--- src/rtl/fft64_reorder_buf_pkg.sv ---
// Shared constants, read-pipeline tag type and the 6-bit bit-reversal helper
// for the 64-point FFT output reorder buffer.
package fft64_reorder_buf_pkg;

  localparam int NB        = 16;
  localparam int FRAME_LEN = 64;
  localparam int RAM_LAT   = 2;

  // Travels alongside each read address so the output stage knows bank and frame start
  typedef struct packed {
    logic valid;
    logic bank;
    logic first;
  } rd_tag_t;

  function automatic logic [5:0] bitrev6(input logic [5:0] a);
    logic [5:0] r;
    for (int i = 0; i < 6; i++) r[i] = a[5-i];
    return r;
  endfunction

endpackage

--- src/rtl/fft64_reorder_buf_if.sv ---
// Sample stream into and out of the reorder buffer: enable, frame start,
// complex input and the bit-reversed complex output with its frame marker.
interface fft64_reorder_buf_if;
  import fft64_reorder_buf_pkg::*;

  logic          ed;
  logic          start;
  logic [NB-1:0] dr;
  logic [NB-1:0] di;
  logic          rdy;
  logic [NB-1:0] dor;
  logic [NB-1:0] doi;

  modport master (output ed, start, dr, di, input rdy, dor, doi);
  modport slave  (input ed, start, dr, di, output rdy, dor, doi);

endinterface

--- src/rtl/fft64_reorder_buf_ram64.sv ---
// 64-word single-port RAM with a two-stage registered read; every register and
// the array itself hold while ed_i is low.
module fft64_reorder_buf_ram64
  import fft64_reorder_buf_pkg::*;
(
  input  logic          clk_i,
  input  logic          ed_i,
  input  logic          we_i,
  input  logic [5:0]    addr_i,
  input  logic [NB-1:0] din_i,
  output logic [NB-1:0] dout_o
);

  logic [NB-1:0] mem [FRAME_LEN];
  logic [NB-1:0] rd_q;
  logic [NB-1:0] dout_q;

  always_ff @(posedge clk_i) begin
    if (ed_i) begin
      if (we_i) mem[addr_i] <= din_i;
      rd_q   <= mem[addr_i];
      dout_q <= rd_q;
    end
  end

  assign dout_o = dout_q;

endmodule

--- src/rtl/fft64_reorder_buf.sv ---
// Ping-pong reorder buffer: fills one bank in natural order while the other
// bank is read back in bit-reversed order, giving a gap-free output stream.
module fft64_reorder_buf
  import fft64_reorder_buf_pkg::*;
(
  input  logic                clk_i,
  input  logic                rst_i,
  fft64_reorder_buf_if.slave  bus
);

  logic [5:0]    wcnt_q, wcnt_d;
  logic [5:0]    rcnt_q, rcnt_d;
  logic          wr_act_q, wr_act_d;
  logic          wbank_q, wbank_d;
  logic          rd_act_q, rd_act_d;
  logic          vld_q, vld_d;
  logic          rdy_q, rdy_d;
  logic [NB-1:0] dor_q, dor_d;
  logic [NB-1:0] doi_q, doi_d;
  rd_tag_t [RAM_LAT-1:0] dl_q, dl_d;

  logic [NB-1:0] ram_dout [4];
  logic [1:0]    we_bank;
  logic [5:0]    waddr;
  logic [5:0]    raddr;
  rd_tag_t       out_tag;

  // The START cycle already writes sample 0, before wr_act_q has risen
  assign we_bank[0] = bus.ed & (bus.start | wr_act_q) & ~wbank_q;
  assign we_bank[1] = bus.ed & (bus.start | wr_act_q) &  wbank_q;
  assign waddr      = bus.start ? 6'd0 : wcnt_q;
  assign raddr      = bitrev6(rcnt_q);
  assign out_tag    = dl_q[RAM_LAT-1];

  generate
    for (genvar gi = 0; gi < 4; gi++) begin : g_ram
      localparam int BANK = gi / 2;
      localparam int IMAG = gi % 2;
      fft64_reorder_buf_ram64 u_ram (
        .clk_i  (clk_i),
        .ed_i   (bus.ed),
        .we_i   (we_bank[BANK]),
        .addr_i (we_bank[BANK] ? waddr : raddr),
        .din_i  ((IMAG == 1) ? bus.di : bus.dr),
        .dout_o (ram_dout[gi])
      );
    end
  endgenerate

  always_comb begin
    wcnt_d   = wcnt_q;
    rcnt_d   = rcnt_q;
    wr_act_d = wr_act_q;
    wbank_d  = wbank_q;
    rd_act_d = rd_act_q;
    vld_d    = vld_q;
    rdy_d    = rdy_q;
    dor_d    = dor_q;
    doi_d    = doi_q;
    dl_d     = dl_q;
    if (bus.ed) begin
      if (bus.start) begin
        wr_act_d = 1'b1;
        wcnt_d   = 6'd1;
        rd_act_d = 1'b0;
        vld_d    = 1'b0;
        rdy_d    = 1'b0;
        dl_d     = '0;
      end else begin
        vld_d = out_tag.valid;
        rdy_d = out_tag.valid & out_tag.first;
        dor_d = out_tag.bank ? ram_dout[2] : ram_dout[0];
        doi_d = out_tag.bank ? ram_dout[3] : ram_dout[1];
        dl_d[0].valid = rd_act_q;
        dl_d[0].bank  = ~wbank_q;
        dl_d[0].first = (rcnt_q == 6'd0);
        for (int i = 1; i < RAM_LAT; i++) dl_d[i] = dl_q[i-1];
        if (rd_act_q) rcnt_d = rcnt_q + 6'd1;
        if (wr_act_q) begin
          wcnt_d = wcnt_q + 6'd1;
          // A completed fill hands its bank to the reader and starts a read frame
          if (wcnt_q == 6'(FRAME_LEN - 1)) begin
            wbank_d  = ~wbank_q;
            rd_act_d = 1'b1;
            rcnt_d   = 6'd0;
          end
        end
      end
    end
  end

  always_ff @(posedge clk_i) begin
    if (rst_i) begin
      wcnt_q   <= '0;
      rcnt_q   <= '0;
      wr_act_q <= 1'b0;
      wbank_q  <= 1'b0;
      rd_act_q <= 1'b0;
      vld_q    <= 1'b0;
      rdy_q    <= 1'b0;
      dor_q    <= '0;
      doi_q    <= '0;
      dl_q     <= '0;
    end else begin
      wcnt_q   <= wcnt_d;
      rcnt_q   <= rcnt_d;
      wr_act_q <= wr_act_d;
      wbank_q  <= wbank_d;
      rd_act_q <= rd_act_d;
      vld_q    <= vld_d;
      rdy_q    <= rdy_d;
      dor_q    <= dor_d;
      doi_q    <= doi_d;
      dl_q     <= dl_d;
    end
  end

  assign bus.rdy = rdy_q;
  assign bus.dor = vld_q ? dor_q : '0;
  assign bus.doi = vld_q ? doi_q : '0;

endmodule

--- src/flat_wrapper.sv ---
// flat-port wrapper written by rule: the top's interface ports become plain ports
module fft64_reorder_buf_flat import fft64_reorder_buf_pkg::*;
  (clk_i, rst_i, bus_ed, bus_start, bus_dr, bus_di, bus_rdy, bus_dor, bus_doi);
  fft64_reorder_buf_if bus_i ();
  input  logic clk_i;
  input  logic rst_i;
  input wire logic [$bits(bus_i.ed)-1:0] bus_ed;
  input wire logic [$bits(bus_i.start)-1:0] bus_start;
  input wire logic [$bits(bus_i.dr)-1:0] bus_dr;
  input wire logic [$bits(bus_i.di)-1:0] bus_di;
  output wire logic [$bits(bus_i.rdy)-1:0] bus_rdy;
  output wire logic [$bits(bus_i.dor)-1:0] bus_dor;
  output wire logic [$bits(bus_i.doi)-1:0] bus_doi;
  assign bus_i.ed = bus_ed;
  assign bus_i.start = bus_start;
  assign bus_i.dr = bus_dr;
  assign bus_i.di = bus_di;
  assign bus_rdy = bus_i.rdy;
  assign bus_dor = bus_i.dor;
  assign bus_doi = bus_i.doi;
  fft64_reorder_buf u_core (.clk_i(clk_i), .rst_i(rst_i), .bus(bus_i));
endmodule
--- config.mk ---
export PLATFORM = sky130hd
export DESIGN_NAME = fft64_reorder_buf_flat
export DESIGN_NICKNAME = d
export VERILOG_FILES = /design/src/rtl/fft64_reorder_buf_pkg.sv /design/src/rtl/fft64_reorder_buf_if.sv /design/src/rtl/fft64_reorder_buf_ram64.sv /design/src/rtl/fft64_reorder_buf.sv /design/src/flat_wrapper.sv
export SDC_FILE = /design/constraint.sdc
export NUM_CORES = 2
export LEC_CHECK = 0
export BUFFER_PORTS_ARGS = -buffer_cell sky130_fd_sc_hd__buf_2
export CORE_MARGIN = 8
export CORE_UTILIZATION = 23
export DETAILED_ROUTE_END_ITERATION = 8
export SYNTH_ARGS = -nofsm -noshare
export SYNTH_HDL_FRONTEND = slang
export SYNTH_SLANG_ARGS = --single-unit
--- constraint.sdc ---
create_clock -name clk_i -period 5.18 [get_ports clk_i]
set_clock_uncertainty 0.15 [all_clocks]
set_input_delay 0.518 -clock clk_i [delete_from_list [all_inputs] [get_ports clk_i]]
set_output_delay 0.518 -clock clk_i [all_outputs]
set_load 0.1 [all_outputs]
==> flow_summary.yaml <==
clocking:
  clock-sinks: 4279
  clkLatencyLatePin_ns: 0.98
  cts_tree: "yes"
  clockBufferDepth: 4
  cts_buffers: 397
  clkSlewWorstSetupHoldPaths_ns: 0.07
  cts_htree_levels: 5
  clock-root-buffer: "clkbuf_16"
layout:
  drive_gt1_share_pct: 14.4
  nFillCells: 71700
  final_cells: 20800
  syn2layout_area_growth_pct: 18.3
  finalNetCount: 11000
  stdcell_area_sq_mm: 0.195
synthesis:
  seq_area_frac_synth_pct: 77.7
  synth_simple_gate_area_share_pct: 6.33
  synth_top_family_by_area: "compound AO/OA/AOI/OAI gates"
  syn_inst: 10500
  yosysUniqueCellTypes: 86
  synthAdderAreaFrac_pct: 0.0228
  synth_compound_area_share_pct: 10.4
  synth-main-ff-cell: "edfxtp_1"
  yosysWarnings: 0
  synth.net_count: 10600
  synthesis.area_sq_mm: 0.165
  ys_async_sr_fraction_pct: 0
  synth_enable_flop_cells: 4224
  muxShareOfSynthArea_pct: 3.33
  avgSynthCellArea_sq_um: 15.7
  synth_xor_area_share_pct: 0.0426
  yosys_register_bits: 4279
sta:
  slew-limit-headroom_pct: 13.4
  rsz0062_at_grt: "false"
  slew_violations: 0
  layout_setup_ws_ns: -0.0205
  hold_ws_ns: 0.00100
  fin_crit_sh_pct: 100
  fin_crit_ns: 5.20
  finalHoldViolCount: 0
  final.setup.tns_ns: -0.0205
  worst_pin_slew_ns: 1.30
  finalSetupViolCount: 1
  fmax_ghz: 0.192
worst_setup_path:
  cp.required_ns: 5.72
  critPathLaunch: "bus_start"
  worstPathMaxFanout: 22
  critical_path.cell_chain: "dlygate4sd3_1 > clkbuf_4 > nor2_1 > o21ai_2 > nand2_4 > buf_12 > buf_4 > a22oi_1 > nor2_1 > a211oi_1 > o22ai_1 > or4b_1"
  max_stage_delay_ns: 0.83
  crit_family: "compound AO/OA/AOI/OAI gates"
  critPathSlowestCell: "dlygate4sd3_1"
  arrival_ns: 5.74
  crit_path_end_kind: "flop"
  r2r_start: "u_core.wbank_q"
  crit_top_cell: "nor2_1"
  cp-start-kind: "input pin"
  critPathKind: "in2reg"
  path_buf_inv: 4
min_path:
  hp-start: "bus_dr[7]"
  min_path_type: "in2reg"
placement:
  portBuffers: 68
  dpl.cell_count: 20000
  postPlaceCellArea_sq_mm: 0.182
  place_congestion: 0.922
  dpl.hpwl_um: 326000
route:
  ant_nets: 0
  firstDrtPassIters: 8
  wire_per_inst_um: 26.3
  dr.first_iter.drc_count: 17200
  vias: 102000
  wl_um: 547000
  drc: 0
  drt-vias-per-instance: 4.91
die:
  ios: 69
  coreArea_sq_mm: 0.713
  fp-row-count: 310
  initial_core_util_pct: 23.1
  dieArea_sq_mm: 0.743
  dieWidth_um: 862
  die_h_um: 862
outcome:
  violations: "negative setup slack"
  status: "complete, but fails checks"
pwr:
  seqPwrFrac_pct: 55.9
  leakage_uw: 0.0605
  cellInternalPower_uw: 54200
  p_switching_uw: 14100
  vdd_drop_max_mv: 0.323
  total_power_uw: 68300
  swShare_pct: 20.6
  pwr-share-comb_pct: 1.7
  p_per_area_mw_per_mm2: 351
  power.share.clock_pct: 42.4
global_route:
  first_global_vias: 95300
  antenna_found_initial: 74
  grt_pass1_wl_um: 759000
  grt_max_degree: 129
  grtUsageTotal_pct: 14.0
  overflow: 0
run:
  drv_cap: 0
## cell usage after synthesis, types with 5 or more instances
| cell type | n | area [sq um] |
|---|---|---|
| a222oi_1 | 119 | 1190 |
| or4_1 | 18 | 135 |
| o22a_1 | 5 | 43.8 |
| o31a_1 | 5 | 43.8 |
| buf_2 | 380 | 1900 |
| nor3_1 | 39 | 195 |
| a32o_1 | 11 | 110 |
| a22o_1 | 53 | 464 |
| a311oi_1 | 57 | 499 |
| or3_1 | 7 | 43.8 |
| a21oi_1 | 580 | 2900 |
| buf_4 | 33 | 248 |
| nand4_1 | 38 | 238 |
| dfxtp_1 | 55 | 1100 |
| o2111ai_1 | 10 | 87.6 |
| and2_1 | 36 | 225 |
| mux2i_1 | 367 | 3670 |
| o21ai_0 | 336 | 1680 |
| a211oi_1 | 290 | 2180 |
| a22oi_1 | 219 | 1640 |
| nor2_1 | 268 | 1010 |
| clkbuf_1 | 228 | 856 |
| mux4_2 | 16 | 360 |
| a221oi_2 | 11 | 165 |
| nor2b_1 | 7 | 43.8 |
| mux2_2 | 114 | 1280 |
| a32oi_1 | 67 | 587 |
| inv_1 | 19 | 71.3 |
| edfxtp_1 | 4224 | 127000 |
| buf_1 | 80 | 300 |
| o211ai_1 | 14 | 105 |
| o2bb2ai_1 | 16 | 140 |
| a221o_1 | 66 | 661 |
| and3_1 | 75 | 469 |
| or4b_1 | 5 | 50.1 |
| o22ai_1 | 164 | 1030 |
| o221ai_1 | 50 | 438 |
| a221oi_1 | 198 | 1730 |
| nand3_1 | 287 | 1440 |
| buf_6 | 8 | 90.1 |
| nand2_1 | 1664 | 6250 |
| a31oi_1 | 165 | 1030 |
| nand2b_1 | 8 | 50.1 |
| mux2_4 | 9 | 135 |
| a211o_1 | 10 | 87.6 |
## state kept, by name (all words and copies together), names as in the netlist, 6 cells and up
name / count
u_core.dl_q: 6
u_core.doi_q: 16
u_core.dor_q: 16
u_core.g_ram.u_ram.dout_o: 64
u_core.g_ram.u_ram.mem: 4096
u_core.g_ram.u_ram.rd_q: 64
u_core.rcnt_q: 6
u_core.wcnt_q: 6
## layout make-up
type	instances	area [sq um]	area share, %
Sequential cell	4279	128000	65.7
Multi-Input combinational cell	5483	34400	17.7
Tap cell	9516	11900	6.11
Clock buffer	480	10400	5.33
Timing Repair Buffer	766	7790	4.00
Clock inverter	232	2180	1.12
Inverter	20	75.1	0.0386
Antenna cell	23	57.6	0.0296
## kinds of logic after synthesis
group,after synthesis
multiplexers,508
flip-flops,4279
AO/OA/AOI/OAI,2480
AND/OR/NAND/NOR,2484
XOR/XNOR,8
adder cells (fa/ha/maj),3
buffers and inverters,749
## worst paths after layout
kind | to | slack (ns) | depth (start not counted)
hold reg to reg | u_core.g_ram[2].u_ram.dout_o[8] | 0.25 | 0
setup reg to reg | u_core.g_ram[0].u_ram.rd_q[6] | 0.14 | 10
setup / recovery | u_core.g_ram[0].u_ram.rd_q[6] | -0.02 | 12
hold / removal | u_core.g_ram[2].u_ram.mem[9][7] | 0.001 | 1
## metrics by stage
stage	utilization, %	worst slack (ns)
CTS	27.3	0.0667
global placement	25.5	-0.150
global route	27.3	0.104
finish	27.3	-0.0205
floorplan	-	0.163
detailed placement	25.5	-0.176
## power by group through the flow
| stage | Sequential [uW] | Combinational [uW] | Clock (uW) |
|---|---|---|---|
| after floorplan | 38900 | 177 | 0 |
| after global placement | 38900 | 1110 | 0 |
| after detailed placement | 38900 | 1130 | 0 |
| after CTS | 38200 | 1160 | 29200 |
| after global routing | 38200 | 1200 | 30600 |
| final | 38200 | 1180 | 29000 |
## layer usage
layer / track usage [%] / routed length, um / up-vias
met5: 0 / 152 / -
met4: 5.92 / 26800 / 22
met3: 3.32 / 65300 / 1012
met2: 21.2 / 241000 / 6478
met1: 19.1 / 214000 / 52200
li1: - / - / 42400
## what timing repair did
action / in CTS / in global routing
hold buffers: 25 / 0
hold endpoints to repair: 585 / 0
gates resized for setup: 0 / 4
endpoints found under the setup margin: 0 / 4
buffers inserted: 0 / 6
## layout by cell type (no fill, tap or decap), drive strengths merged, types with 10 or more instances in the layout
cell         instances
a21oi              584
nand2             1666
a32oi               67
and2                36
mux2i              367
dfxtp               55
mux4                16
edfxtp            4224
nor3                43
diode               23
o2111ai             10
and3                75
bufinv              33
a211oi             291
nand4               38
a311oi              57
nand3              287
a221oi             210
a221o               66
a31oi              165
a32o                11
a222oi             119
a22oi              219
o221ai              50
buf                740
inv                 26
clkinv             185
nor2               274
a22o                53
a211o               10
dlygate4sd3         25
or4                 18
mux2               125
o211ai              15
o22ai              164
o2bb2ai             16
o21ai              341
clkbuf             481
Note: power is estimated with default switching activity, not from simulation.
